`src/rtl/led_pattern_sequencer_if.sv`:
```
// Slot bus between the CPU-side master and the LED pattern sequencer.
//   cs/read/write : select and strobes
//   addr          : word address (5 bits)
//   wr_data       : write data
//   rd_data       : combinational read data returned by the slave
interface led_pattern_sequencer_if;
  logic        cs;
  logic        read;
  logic        write;
  logic [4:0]  addr;
  logic [31:0] wr_data;
  logic [31:0] rd_data;

  modport master (output cs, read, write, addr, wr_data, input rd_data);
  modport slave  (input cs, read, write, addr, wr_data, output rd_data);
endinterface

```
`src/rtl/led_pattern_sequencer.sv`:
```
// LED pattern sequencer: a table of steps {led, interval, dwell_ms} is loaded over
// the slot bus, then a start walks the table, writing each interval into the LED
// core and holding for the dwell time before moving on. Optional looping.
// Ports:
//   clk, reset         : clock, async active-high reset
//   s                  : slot bus (slave side): CTRL@0, LEN@1, STAT@2, table@16+i
//   m_cs/m_write/m_addr/m_wr_data : one-cycle write to the LED core per step
//   busy               : run in progress
//   done_tick          : one-cycle pulse when a non-looping run completes
module led_pattern_sequencer #(
  parameter int DEPTH      = 16,
  parameter int CLK_PER_MS = 100000
) (
  input  logic                     clk,
  input  logic                     reset,
  led_pattern_sequencer_if.slave   s,
  output logic                     m_cs,
  output logic                     m_write,
  output logic [4:0]               m_addr,
  output logic [31:0]              m_wr_data,
  output logic                     busy,
  output logic                     done_tick
);
  localparam int IW = (DEPTH > 1) ? $clog2(DEPTH) : 1;
  localparam int PW = (CLK_PER_MS > 1) ? $clog2(CLK_PER_MS) : 1;
  localparam logic [PW-1:0] PRE_LAST = PW'(CLK_PER_MS - 1);

  typedef struct packed {
    logic [11:0] dwell;
    logic [1:0]  led;
    logic [15:0] interval;
  } entry_t;

  typedef enum logic [1:0] {IDLE, ISSUE, DWELL, NEXT} state_t;

  state_t        state_q, state_d;
  logic [IW-1:0] index_q, index_d;
  logic [4:0]    len_q, len_d;
  logic          loop_q, loop_d;
  logic          done_q, done_d;
  logic          done_tick_q, done_tick_d;
  logic [PW-1:0] pre_q, pre_d;
  logic [11:0]   ms_q, ms_d;

  entry_t tbl_q [DEPTH];
  entry_t cur;
  logic   tbl_we;

  logic wr_en, ctrl_wr, start, stop, len_wr;
  logic unused_bits;

  assign wr_en   = s.cs & s.write;
  assign ctrl_wr = wr_en && (s.addr == 5'd0);
  assign start   = ctrl_wr & s.wr_data[0];
  assign stop    = ctrl_wr & s.wr_data[2];
  assign len_wr  = wr_en && (s.addr == 5'd1) && (state_q == IDLE);
  assign tbl_we  = wr_en && s.addr[4] && (state_q == IDLE) && (int'(s.addr[3:0]) < DEPTH);
  assign cur     = tbl_q[index_q];
  assign unused_bits = ^s.wr_data[31:30];

  // Table contents have no reset value; software reloads after reset.
  always_ff @(posedge clk) begin
    if (tbl_we) tbl_q[s.addr[IW-1:0]] <= entry_t'(s.wr_data[29:0]);
  end

  always_ff @(posedge clk or posedge reset) begin
    if (reset) begin
      state_q     <= IDLE;
      index_q     <= '0;
      len_q       <= '0;
      loop_q      <= 1'b0;
      done_q      <= 1'b0;
      done_tick_q <= 1'b0;
      pre_q       <= '0;
      ms_q        <= '0;
    end else begin
      state_q     <= state_d;
      index_q     <= index_d;
      len_q       <= len_d;
      loop_q      <= loop_d;
      done_q      <= done_d;
      done_tick_q <= done_tick_d;
      pre_q       <= pre_d;
      ms_q        <= ms_d;
    end
  end

  always_comb begin
    state_d     = state_q;
    index_d     = index_q;
    len_d       = len_q;
    loop_d      = loop_q;
    done_d      = done_q;
    done_tick_d = 1'b0;
    pre_d       = pre_q;
    ms_d        = ms_q;

    if (len_wr) len_d = (s.wr_data[4:0] > 5'(DEPTH)) ? 5'(DEPTH) : s.wr_data[4:0];

    // Stop preempts every active state, so a finishing NEXT never sets done.
    if (stop && state_q != IDLE) begin
      state_d = IDLE;
    end else begin
      case (state_q)
        IDLE: begin
          if (start && !stop && len_q != 5'd0) begin
            index_d = '0;
            done_d  = 1'b0;
            loop_d  = s.wr_data[1];
            state_d = ISSUE;
          end
        end
        ISSUE: begin
          pre_d   = '0;
          ms_d    = '0;
          state_d = DWELL;
        end
        DWELL: begin
          // ms_q counts whole milliseconds elapsed; zero dwell still spends one cycle here.
          if (cur.dwell == 12'd0 || (ms_q == cur.dwell - 12'd1 && pre_q == PRE_LAST)) begin
            state_d = NEXT;
          end else if (pre_q == PRE_LAST) begin
            pre_d = '0;
            ms_d  = ms_q + 12'd1;
          end else begin
            pre_d = pre_q + 1'b1;
          end
        end
        NEXT: begin
          if (5'(index_q) + 5'd1 < len_q) begin
            index_d = index_q + 1'b1;
            state_d = ISSUE;
          end else if (loop_q) begin
            index_d = '0;
            state_d = ISSUE;
          end else begin
            index_d     = '0;
            done_d      = 1'b1;
            done_tick_d = 1'b1;
            state_d     = IDLE;
          end
        end
        default: state_d = IDLE;
      endcase
    end
  end

  always_comb begin
    m_cs      = 1'b0;
    m_write   = 1'b0;
    m_addr    = '0;
    m_wr_data = '0;
    if (state_q == ISSUE) begin
      m_cs      = 1'b1;
      m_write   = 1'b1;
      m_addr    = {3'b000, cur.led};
      m_wr_data = {16'h0000, cur.interval};
    end
  end

  assign busy      = (state_q != IDLE);
  assign done_tick = done_tick_q;

  always_comb begin
    s.rd_data = '0;
    if (s.cs && s.read && s.addr == 5'd2)
      s.rd_data = {19'b0, len_q, 4'(index_q), 1'b0, loop_q, done_q, busy};
  end
endmodule
```
`src/flat_wrapper.sv`:
```
// flat-port wrapper written by rule: the top's interface ports become plain ports
module led_pattern_sequencer_flat 
#(
  parameter int DEPTH      = 16,
  parameter int CLK_PER_MS = 100000
)
  (clk, reset, m_cs, m_write, m_addr, m_wr_data, busy, done_tick, s_cs, s_read, s_write, s_addr, s_wr_data, s_rd_data);
  led_pattern_sequencer_if s_i ();
  input  logic clk;
  input  logic reset;
  output logic m_cs;
  output logic m_write;
  output logic [4:0] m_addr;
  output logic [31:0] m_wr_data;
  output logic busy;
  output logic done_tick;
  input wire logic [$bits(s_i.cs)-1:0] s_cs;
  input wire logic [$bits(s_i.read)-1:0] s_read;
  input wire logic [$bits(s_i.write)-1:0] s_write;
  input wire logic [$bits(s_i.addr)-1:0] s_addr;
  input wire logic [$bits(s_i.wr_data)-1:0] s_wr_data;
  output wire logic [$bits(s_i.rd_data)-1:0] s_rd_data;
  assign s_i.cs = s_cs;
  assign s_i.read = s_read;
  assign s_i.write = s_write;
  assign s_i.addr = s_addr;
  assign s_i.wr_data = s_wr_data;
  assign s_rd_data = s_i.rd_data;
  led_pattern_sequencer #(.DEPTH(DEPTH), .CLK_PER_MS(CLK_PER_MS)) u_core (.clk(clk), .reset(reset), .s(s_i), .m_cs(m_cs), .m_write(m_write), .m_addr(m_addr), .m_wr_data(m_wr_data), .busy(busy), .done_tick(done_tick));
endmodule
```
`config.mk`:
```
export PLATFORM = sky130hd
export DESIGN_NAME = led_pattern_sequencer_flat
export DESIGN_NICKNAME = d
export VERILOG_FILES = /design/src/rtl/led_pattern_sequencer_if.sv /design/src/rtl/led_pattern_sequencer.sv /design/src/flat_wrapper.sv
export SDC_FILE = /design/constraint.sdc
export NUM_CORES = 1
export LEC_CHECK = 0
export CAP_MARGIN = 20
export CORE_ASPECT_RATIO = 0.7
export CORE_MARGIN = 2
export CORE_UTILIZATION = 35
export DETAILED_ROUTE_END_ITERATION = 8
export GPL_ROUTABILITY_DRIVEN = 0
export HOLD_SLACK_MARGIN = 0.12
export MAX_ROUTING_LAYER = met4
export PLACE_DENSITY = 0.55
export SLEW_MARGIN = 20
export SYNTH_ARGS = -nofsm -noshare
export SYNTH_HDL_FRONTEND = slang
export SYNTH_SLANG_ARGS = --single-unit
```
`constraint.sdc`:
```
create_clock -name clk -period 5 [get_ports clk]
set_input_delay 0.75 -clock clk [delete_from_list [all_inputs] [get_ports clk]]
set_output_delay 0.75 -clock clk [all_outputs]
set_load 0.05 [all_outputs]
```
### Yosys cells after proc, flatten, opt, wreduce, memory -nomap -nowiden

Memories as Yosys holds them, arrays and structs flattened.
Cells that the tools add are included.

| operators by class | value |
|---|---|
| eq/ne operators | 14 |
| muxes and demuxes | 30 |
| divide/modulo/power cells | 0 |
| $mul | 0 |
| reduce and logical (&&, ||, !) cells | 26 |
| add/subtract/negate cells | 5 |
| order comparisons | 2 |
| bitwise gates (word level) | 4 |
| shift operators | 0 |

Operators with widths:

| kind | number |
|---|---|
| $mux 17 | 2 |
| $pmux 17 s2 | 1 |
| $mux 12 | 2 |
| $pmux 12 s2 | 1 |
| $add 17x1->17 const B | 1 |
| $eq 17x17->1 const B | 1 |
| $mux 16 | 1 |
| $mux 13 | 1 |
| $add 12x1->12 const B | 1 |
| $eq 12x12->1 | 1 |
| $logic_not 12->1 | 1 |
| $sub 12x1->12 const B | 1 |
| $logic_and 1x1->1 | 11 |
| $mux 1 | 11 |
| $mux 2 | 5 |
| $reduce_and 3->1 | 3 |
| $mux 4 | 2 |
| $ne 2x2->1 const B | 4 |
| $pmux 2 s4 | 1 |
| $pmux 4 s2 | 1 |
| $reduce_bool 2->1 | 3 |
| $add 4x1->5 const B | 1 |
| $eq 5x1->1 const B | 1 |
| $eq 5x2->1 const B | 1 |
| 20 further kinds | 23 |

| word-level totals | value |
|---|---|
| register bits after elaboration | 43 |
| memories | 1 |
| logic and storage cells | 90 |
| bits in latches | 0 |
| bits in writable memories | 480 |
| ROM bits | 0 |

Memories:

| memory | words | bits a word | rd ports | clocked after Yosys merged registers in | wr ports | line | text |
|---|---|---|---|---|---|---|---|
| u_core.tbl_q | 16 | 30 | 1 | 0 | 1 | led_pattern_sequencer.sv:45 | `entry_t tbl_q [DEPTH];` |

### Longest topological paths before layout

| depth | value |
|---|---|
| depth in word-level cells | 9 |
| depth in mapped cells | 17 |
| gate-level depth less buffers | 11 |

### Worst setup path after synthesis

Ideal clock, no wire load.

| timing path | value |
|---|---|
| kind | register to output |
| start | register u_core.index_q[0] |
| end | output port m_addr[1] |
| stages on the path, launching flop included | 9 |
| arrival | 3.504 ns |
| path slack | 0.746 ns |
| path buffers | 5 |
| cells stage by stage | dfrtp_1 buf_2 buf_2 clkbuf_1 buf_1 buf_1 mux4_2 mux4_2 and2_1 |

| on the way | value |
|---|---|
| cells in the longest elaborated chain, start to end | 2 |

RTL lines:

| item | line | text |
|---|---|---|
| start, declared | led_pattern_sequencer.sv:37 | `logic [IW-1:0] index_q, index_d;` |
| start signal, assigned | led_pattern_sequencer.sv:78 | `index_q <= index_d;` |
| $mem_v2 16x30 | -- |  |
| $mux 2 | led_pattern_sequencer.sv:153 | `if (state_q == ISSUE) begin` |
| end, declared | flat_wrapper.sv:13 | `output logic [4:0] m_addr;` |

No other way between the ends.

### Worst setup path after layout

| timing path | value |
|---|---|
| start | register u_core.index_q[0] |
| end | output port m_wr_data[13] |

| on the way | value |
|---|---|
| cells in the longest elaborated chain, start to end | 2 |

RTL lines:

| item | line | text |
|---|---|---|
| $mem_v2 16x30 | -- |  |
| $mux 16 | led_pattern_sequencer.sv:153 |  |
| end, declared | flat_wrapper.sv:14 | `output logic [31:0] m_wr_data;` |

No other way between the ends.

==> metrics.md <==
| Metric | Value |
|---|---|
| Setup Fix Bufs, Post-CTS | `0` |
| Maximum clock path buffer count | `3` |
| Mean Syn Cell Area | `18.7 um2` |
| Cell row count | `76` |
| Final min period | `4.67 ns` |
| Chip width | `303 um` |
| Clk slew on worst S/H paths | `0.07 ns` |
| Share of flip-flops with an asynchronous set or reset | `0.0822` |
| Ys Warns | `0` |
| Crit path max-delay cell type | `clkdlybuf4s50_1` |
| Sequential-to-total area share from yosys stat | `0.706` |
| Area of the core | `61700 um2` |
| Root buffer cell | `clkbuf_16` |
| Clock sink count | `523` |
| Most common cell after layout, fill and taps aside | `edfxtp_1` |
| All-Layer GR Usage | `0.163` |
| Share of layout cells above drive strength 1 | `0.234` |
| Final TNS setup | `0 ns` |
| Cells after synthesis | `1174` |
| Worst vdd ir | `0.226 mV` |
| Number of DRC markers in iteration 0 | `921` |
| Die area | `64700 um2` |
| WL/cell | `23.4 um` |
| Largest net degree at the start of global routing | `76` |
| Synthesis-stage register bit count | `523` |
| Worst Max-Slew Pin Slew | `0.951 ns` |
| DRC viols | `0` |
| CP max stage delay | `0.71 ns` |
| Crit path cell chain | `buf_12, buf_12, mux4_2, mux4_2, and2_1, clkdlybuf4s50_1` |
| Slew HR | `0.366` |
| Distinct cells, synth | `67` |
| Synthesized area | `21900 um2` |
| Hold Buf Count CTS | `0` |
| Routed via count | `11058` |
| CTS tree | `yes` |
| WP data arrival | `3.92 ns` |
| Wirelength, routed | `50.4 mm` |
| Gr ovfl total | `0` |
| Port buffer count | `73` |
| # setup viols final | `0` |
| Commonest non-fill, non-tap cells in the layout | `480 x edfxtp_1, 139 x mux4_2, 73 x clkdlybuf4s50_1` |
| Critical Path Source Type | `flop` |
| Power per Cell Area | `409 nW/um2` |
| CTS H-tree lvls | `2` |
| Outcome | `finished clean` |
| Initial antenna violation count | `0` |
| Setup Slack @ Placement | `0.641 ns` |
| Antenna Cells | `0` |
| Fin. max-slew vios | `0` |
| WP data required | `4.25 ns` |
| HPWL after DPL | `30.3 mm` |
| DR pass1 iterations | `5` |
| Io pins | `115` |
| Critical setup path kind | `flop to primary output` |
| First-pass GRT wire length | `74.9 mm` |
| Fin. Hold Viols | `0` |
| Worst Path Max Fanout | `46` |
| Number of synthesized flops with an enable pin | `480` |
| Clk Latency, worst-skew pair | `0.59 ns` |
| Antenna viol nets, final | `0` |
| Fmax | `214 MHz` |
| Pleak | `8.12 nW` |
| Skew final | `0.0120 ns` |
| Initial Utilization | `0.355` |
| Final WS setup | `0.326 ns` |
| Area Overhead vs Synth | `16.6%` |
| Post-route clock period utilization | `0.935` |
| RSZ-0062 raised after global routing | `no` |
| Setup crit end kind | `primary output` |
| Via-to-Cell Ratio | `5.13` |
| Vias in the first global route | `11286` |
| Die H | `213 um` |
| CTS buffer count | `50` |
| Final nets | `1352` |
| Post-CTS Resized | `0` |
| Hold Path Class | `flop to flop` |
| Main synth FF type | `edfxtp_1` |
| Max-cap violations | `0` |
cells in the mapped netlist, types with 4 or more instances:
library cell | instances | share of area
edfxtp_1 | 480 | 0.66
mux4_2 | 139 | 0.14
nand2_1 | 60 | 0.010
dfrtp_1 | 43 | 0.049
buf_4 | 41 | 0.014
and2_1 | 34 | 0.0097
nor2_1 | 34 | 0.0058
nand3_1 | 24 | 0.0055
xnor2_1 | 24 | 0.0096
clkbuf_1 | 23 | 0.0039
inv_1 | 21 | 0.0036
mux2i_1 | 16 | 0.0073
ha_1 | 14 | 0.0080
buf_1 | 13 | 0.0022
buf_2 | 12 | 0.0027
nor3_1 | 12 | 0.0027
and4_1 | 11 | 0.0044
nand4_1 | 11 | 0.0031
a21o_1 | 10 | 0.0034
and3_1 | 10 | 0.0029
mux2_2 | 10 | 0.0051
o21ai_0 | 10 | 0.0023
nand3b_1 | 8 | 0.0027
o211ai_1 | 8 | 0.0027
o21a_1 | 8 | 0.0027
nor2b_1 | 7 | 0.0020
nand2b_1 | 6 | 0.0017
or3_1 | 6 | 0.0017
xor2_1 | 6 | 0.0024
a211o_1 | 5 | 0.0020
a21oi_1 | 5 | 0.0011
a211oi_1 | 4 | 0.0014
o21ai_1 | 4 | 0.00091
worst max-delay path, delay by kind of cell (launching register included):
family	cells	cell delay, ns
DFF	1	0.70
muxes	2	1.05
and+or+nand+nor	1	0.21
buffers and inverters	3	1.26
power breakdown:
group	internal [mW]	total, mW	switching, mW
clock	2.30	3.97	1.67
combinational	0.640	1.62	0.982
sequential	4.81	4.87	0.0565
total	7.76	10.5	2.71
through the flow:
step / instances / instance area, um2 / utilization / power, mW / hold slack, ns
after floorplan: 1212 / 22100 / - / 6.14 / 0.469
after global placement: 2063 / 23900 / 0.387 / 6.61 / 0.515
after detailed placement: 2063 / 23900 / 0.387 / 6.62 / 0.514
after CTS: 2154 / 25600 / 0.414 / 10.6 / 0.530
after global routing: 2154 / 25600 / 0.414 / 10.9 / 0.562
final: 2154 / 25600 / 0.414 / 10.5 / 0.538
layer usage:
metal  part of all wire  wire length, um  global-route usage
met3              0.045             2270              0.0253
met5                  0                0                   -
met1               0.49            24600               0.241
met2               0.45            22800               0.241
met4              0.013              631              0.0294
cells by family after synthesis:
| kind of cell | Yosys count | share of synthesized area |
|---|---|---|
| AO/OA/AOI/OAI | 80 | 0.0282 |
| XOR/XNOR | 30 | 0.0120 |
| adder cells (fa/ha/maj) | 14 | 0.00799 |
| buffers and inverters | 114 | 0.0282 |
| flip-flops | 523 | 0.706 |
| multiplexers | 166 | 0.156 |
| other | 1 | 0.000171 |
| AND/OR/NAND/NOR | 246 | 0.0612 |
sequential cells by signal (all words and copies together), names as in the netlist:
name / cells
u_core.pre_q: 17
u_core.loop_q: 1
u_core.tbl_q: 480
u_core.done_q: 1
u_core.len_q: 5
u_core.ms_q: 12
u_core.done_tick: 1
u_core.state_q: 2
u_core.index_q: 4
area by class of cell:
class | instances | area (um2)
Clock buffer | 59 | 1310
Clock inverter | 32 | 408
Fill cell | 5431 | 36100
Inverter | 22 | 83.8
Multi-Input combinational cell | 575 | 6070
Sequential cell | 523 | 15500
Tap cell | 819 | 1020
Timing Repair Buffer | 124 | 1180
final timing paths:
| path | slack, ns | start | end | depth (start not counted) |
|---|---|---|---|---|
| min in group asynchronous | 0.65 | reset | u_core.len_q[2] | 2 |
| min | 0.54 | u_core.done_q | u_core.done_q | 2 |
| max in group asynchronous | 3.79 | reset | u_core.index_q[0] | 2 |
| max reg2reg | 0.61 | u_core.index_q[2] | u_core.ms_q[9] | 12 |
| max | 0.33 | u_core.index_q[0] | m_wr_data[13] | 6 |
| min reg2reg | 0.54 | u_core.done_q | u_core.done_q | 2 |
(Power assumes the default switching activity.)
